[config.mk]
export PLATFORM = sky130hd
export DESIGN_NAME = word_packer
export DESIGN_NICKNAME = d
export VERILOG_FILES = /design/src/rtl/word_packer.sv
export SDC_FILE = /design/constraint.sdc
export NUM_CORES = 1
export LEC_CHECK = 0
export BUFFER_PORTS_ARGS = -buffer_cell sky130_fd_sc_hd__buf_2
export CAP_MARGIN = 40
export CORE_MARGIN = 3
export CORE_UTILIZATION = 45
export CTS_BUF_LIST = sky130_fd_sc_hd__clkbuf_16
export DETAILED_ROUTE_END_ITERATION = 7
export HOLD_SLACK_MARGIN = 0.15
export PLACE_DENSITY = 0.8
export SLEW_MARGIN = 15
export SYNTH_ARGS = -nofsm -noshare
export SYNTH_HDL_FRONTEND = slang
export SYNTH_SLANG_ARGS = --single-unit
[constraint.sdc]
create_clock -name clk -period 2.5 [get_ports clk]
set_input_delay 0.125 -clock clk [delete_from_list [all_inputs] [get_ports clk]]
set_output_delay 0.125 -clock clk [all_outputs]
set_load 0.01 [all_outputs]
[src/rtl/word_packer.sv]
// word_packer: splits a valid/ready byte stream on a delimiter and packs each
// token, first character in the most significant byte, into a fixed-width word
// for the downstream matcher. Each packed word is held until it is accepted.
//
// Ports
//   clk, rst_n   clock (rising edge), asynchronous active-low reset
//   in_valid     in_data / in_last valid
//   in_data      character byte
//   in_last      final byte of the stream
//   in_ready     byte accepted when in_valid && in_ready (high in FILL)
//   word         packed word, MSB-first, zero-padded in the low bytes
//   word_len     number of valid characters in word
//   word_full    word closed because WORD_LENGTH characters were stored
//   word_last    word closes the stream
//   word_valid   output word valid (high in HOLD)
//   word_ready   downstream accepts when word_valid && word_ready
module word_packer #(
    parameter int unsigned WORD_LENGTH = 3,
    parameter int unsigned DATA_WIDTH  = 8,
    parameter logic [DATA_WIDTH-1:0] DELIM = 8'h20
) (
    input  logic                                 clk,
    input  logic                                 rst_n,
    input  logic                                 in_valid,
    input  logic [DATA_WIDTH-1:0]                in_data,
    input  logic                                 in_last,
    output logic                                 in_ready,
    output logic [WORD_LENGTH*DATA_WIDTH-1:0]    word,
    output logic [$clog2(WORD_LENGTH+1)-1:0]     word_len,
    output logic                                 word_full,
    output logic                                 word_last,
    output logic                                 word_valid,
    input  logic                                 word_ready
);

    localparam int unsigned WORD_W = WORD_LENGTH * DATA_WIDTH;
    localparam int unsigned LEN_W  = $clog2(WORD_LENGTH + 1);

    typedef enum logic {
        FILL = 1'b0,
        HOLD = 1'b1
    } state_t;

    state_t             state;
    state_t             state_n;
    logic [LEN_W-1:0]   count;
    logic [LEN_W-1:0]   count_n;
    logic [WORD_W-1:0]  word_n;
    logic [LEN_W-1:0]   len_n;
    logic               full_n;
    logic               last_n;
    logic               is_delim;

    // Handshake flags decode straight from the state register.
    assign in_ready   = (state == FILL);
    assign word_valid = (state == HOLD);

    assign is_delim = (in_data == DELIM);

    // State register.
    always_ff @(posedge clk or negedge rst_n) begin
        if (!rst_n) begin
            state <= FILL;
        end else begin
            state <= state_n;
        end
    end

    // Datapath registers; reset drops any partial or held word.
    always_ff @(posedge clk or negedge rst_n) begin
        if (!rst_n) begin
            count     <= '0;
            word      <= '0;
            word_len  <= '0;
            word_full <= 1'b0;
            word_last <= 1'b0;
        end else begin
            count     <= count_n;
            word      <= word_n;
            word_len  <= len_n;
            word_full <= full_n;
            word_last <= last_n;
        end
    end

    // Next-state and next-datapath decode.
    always_comb begin
        state_n = state;
        count_n = count;
        word_n  = word;
        len_n   = word_len;
        full_n  = word_full;
        last_n  = word_last;

        case (state)
            FILL: begin
                if (in_valid) begin
                    if (!is_delim) begin
                        // Slot 0 occupies the most significant byte.
                        for (int i = 0; i < int'(WORD_LENGTH); i++) begin
                            if (count == LEN_W'(i)) begin
                                word_n[(int'(WORD_LENGTH) - 1 - i) * int'(DATA_WIDTH) +: DATA_WIDTH] = in_data;
                            end
                        end
                        count_n = count + LEN_W'(1);
                        if (count_n == LEN_W'(WORD_LENGTH)) begin
                            state_n = HOLD;
                            full_n  = 1'b1;
                            last_n  = in_last;
                            len_n   = count_n;
                        end else if (in_last) begin
                            state_n = HOLD;
                            full_n  = 1'b0;
                            last_n  = 1'b1;
                            len_n   = count_n;
                        end
                    end else if (count != '0) begin
                        // Delimiter closes a non-empty token.
                        state_n = HOLD;
                        full_n  = 1'b0;
                        last_n  = in_last;
                        len_n   = count;
                    end else if (in_last) begin
                        // Empty word so that end of stream is always signalled.
                        state_n = HOLD;
                        word_n  = '0;
                        len_n   = '0;
                        full_n  = 1'b0;
                        last_n  = 1'b1;
                    end
                    // Delimiter with nothing stored and not last: dropped.
                end
            end

            HOLD: begin
                if (word_ready) begin
                    state_n = FILL;
                    count_n = '0;
                    word_n  = '0;
                    len_n   = '0;
                    full_n  = 1'b0;
                    last_n  = 1'b0;
                end
            end

            default: begin
                state_n = FILL;
            end
        endcase
    end

endmodule

==> results.yml <==
detailed_routing:
  via_per_inst: 6.07
  drc: 0
  drtIter0Drc: 83
  drt-total-wl_um: 4370
  avgRoutedWirePerCell_um: 17.2
  first_pass_iters: 4
  vias: 1541
  antenna_left: 0
global_routing:
  grt_util_all_layers_pct: 20.4
  grt_max_degree: 32
  overflow: 0
  grt_pass1_vias: 1391
  grt_pass1_wl_um: 6900
  antenna_found_initial: 0
pwr:
  p_total_mw: 2.59
  power.clock.fraction_pct: 21.3
  power_density_nw_per_um2: 1240
  netSwitchingPower_mw: 0.978
  ir_drop_v: 0.000777
  seqPwrFrac_pct: 35.2
  cell_internal_pwr_mw: 1.62
  pwr-share-comb_pct: 43.5
  swShare_pct: 37.7
  p_leak_nw: 1.09
place:
  place_hpwl_um: 3040
  post-place-ws_ps: 386
  io_buffer_count: 42
  place.gp.congestion: 0.961
synth:
  synth_seq_cells: 31
  yosys.cell_types.count: 39
  syn_inst: 165
  yosysWarningCount: 0
  synth_edf_count: 0
  ys_top_cells_by_count: "31 x dfrtp_1, 16 x a211o_1, 14 x and3_1, 14 x and4_1"
  yosys.area.top_type: "dfrtp_1"
  synth.area.top_cells: "dfrtp_1 45%, a211o_1 8.2%, and4_1 7.2%, and3_1 5.1%, a21bo_2 4.1%"
  syn_area_um2: 1710
  synth_ff_type: "dfrtp_1"
  netlist.area_leader.share_pct: 45.4
  async_flop_share_pct: 100
  syn_nets: 181
  yosysMostFrequentCell: "dfrtp_1"
  ys_seq_area_share_pct: 45.4
  syn-mean-instance-area_um2: 10.4
timing:
  min_period_over_period_pct: 81.6
  setup_tns_ps: 0
  fin_ws_ps: 461
  tightest_slew_ps: 951
  slew_headroom_pct: 36.1
  setup_violations: 0
  timing.final.hold_violations: 0
  finClkSkew_ps: 3.16
  grt_setup_unrepaired: "no"
  fin_crit_ps: 2040
  max_clock_freq_mhz: 490
  maxSlewViolCount: 0
worst_setup_path:
  crit_fanout: 15
  crit_path_end_kind: "register"
  worstSetupStartpointType: "register"
  critical_path_required_ps: 2650
  critical_path_arrival_ps: 2190
  critPathKind: "reg2reg"
die:
  fp-row-count: 21
  die_h_um: 67.7
  fp.dieW_um: 67.7
  io_pins: 43
  core_um2: 3490
  die-area_um2: 4580
  initial_core_util_pct: 48.9
clock_tree:
  cts_sinks: 31
  clk_pin_slew_ps: 50
  cts_buffer_depth: 2
  cts_setup_buffers: 0
  cts_tree: "done"
  clk_latency_ps: 280
  cts_buffers: 5
  post_cts_resized: 0
  htreeDepth: 2
  cts-root-buf: "clkbuf_16"
outcome:
  status: "finished clean"
run:
  cap_viol_max_count: 0
finish:
  drive_gt1_share_pct: 29.8
  fin_nets: 223
  syn_to_final_growth_pct: 22.5
  n_antenna_cell: 0
worst_hold_path:
  hold_path_class: "in2reg"
[timing repair]
item,CTS,global route
hold buffers,1,0
setup endpoints to repair,0,0
endpoints found under the hold margin,31,0
[worst max-delay path, stage by stage (launching register included)]
cell	delay, ps
dfrtp_1	400
inv_1	140
ha_1	250
and2_1	180
o31a_1	400
and4_1	290
a211o_1	270
[stage by stage]
stage	utilization, %	cell area, µm²	hold slack, ps	instances
floorplan	-	1710	-171	165
global placement	55.7	1950	204	245
detailed placement	55.7	1950	216	245
CTS	59.9	2090	157	254
global route	59.9	2090	174	254
finish	59.9	2090	164	254
[registers in the layout, indices dropped and copies added, names as in the netlist]
name	flops
word	24
count	2
word_len	2
word_full	1
word_last	1
word_valid	1
[routing by layer]
layer	share of wire [%]	wire (µm)	GRT usage, %	vias up
met5	0	0	0	-
met4	1.6	68	6.08	0
met3	7.7	335	5.82	10
met2	46	2020	31.3	65
met1	45	1950	27.8	742
li1	-	-	-	724
[kinds of logic after synthesis]
group	count (synthesis)	share of synthesized area, %
AO/OA/AOI/OAI	47	22.2
XOR/XNOR	1	0.512
adder cells (fa/ha/maj)	3	2.19
buffers and inverters	15	3.95
flip-flops	31	45.4
multiplexers	3	1.90
AND/OR/NAND/NOR	65	23.9
[layout by cell type (no fill, tap or decap), types with 2 or more instances in the layout]
master / instances
buf_2: 42
dfrtp_1: 31
a211o_1: 16
and3_1: 14
and4_1: 14
nand3_1: 8
o21ai_0: 8
a21bo_2: 7
nand2_1: 7
inv_1: 5
a21oi_1: 5
nor2_1: 5
clkbuf_16: 5
nor3_1: 4
nor4b_1: 3
nor4_1: 3
ha_1: 3
buf_4: 3
nand4_1: 2
mux2_2: 2
clkinv_1: 2
[worst paths after layout]
check / slack (ps) / to / depth (start not counted) / start
worst max register to register: 460 / word[4]$_DFFE_PN0P_ / 6 / count[0]$_DFFE_PN0P_
max in group asynchronous: 1630 / word[2]$_DFFE_PN0P_ / 2 / rst_n
min in group asynchronous: 430 / word[5]$_DFFE_PN0P_ / 2 / rst_n
worst min register to register: 480 / word[17]$_DFFE_PN0P_ / 1 / word[17]$_DFFE_PN0P_
worst max-delay path: 460 / word[4]$_DFFE_PN0P_ / 6 / count[0]$_DFFE_PN0P_
worst min-delay path: 160 / word_valid$_DFF_PN0_ / 2 / word_ready
[final cells by class]
cell class	instances	area [µm²]
fill	315	1400
multi-input combinational	119	867
sequential	31	776
inverter	4	15.0
timing repair buffer	46	243
tap	46	57.6
clock buffer	5	125
clock inverter	3	11.3
[power groups by stage]
| stage | logic (mW) | clock network, mW | registers (mW) |
|---|---|---|---|
| floorplan | 0.627 | 0 | 0.995 |
| global placement | 1.10 | 0 | 0.905 |
| detailed placement | 1.12 | 0 | 0.911 |
| CTS | 1.13 | 0.564 | 0.910 |
| global route | 1.23 | 0.588 | 0.943 |
| finish | 1.13 | 0.553 | 0.912 |
(Power assumes the default switching activity.)
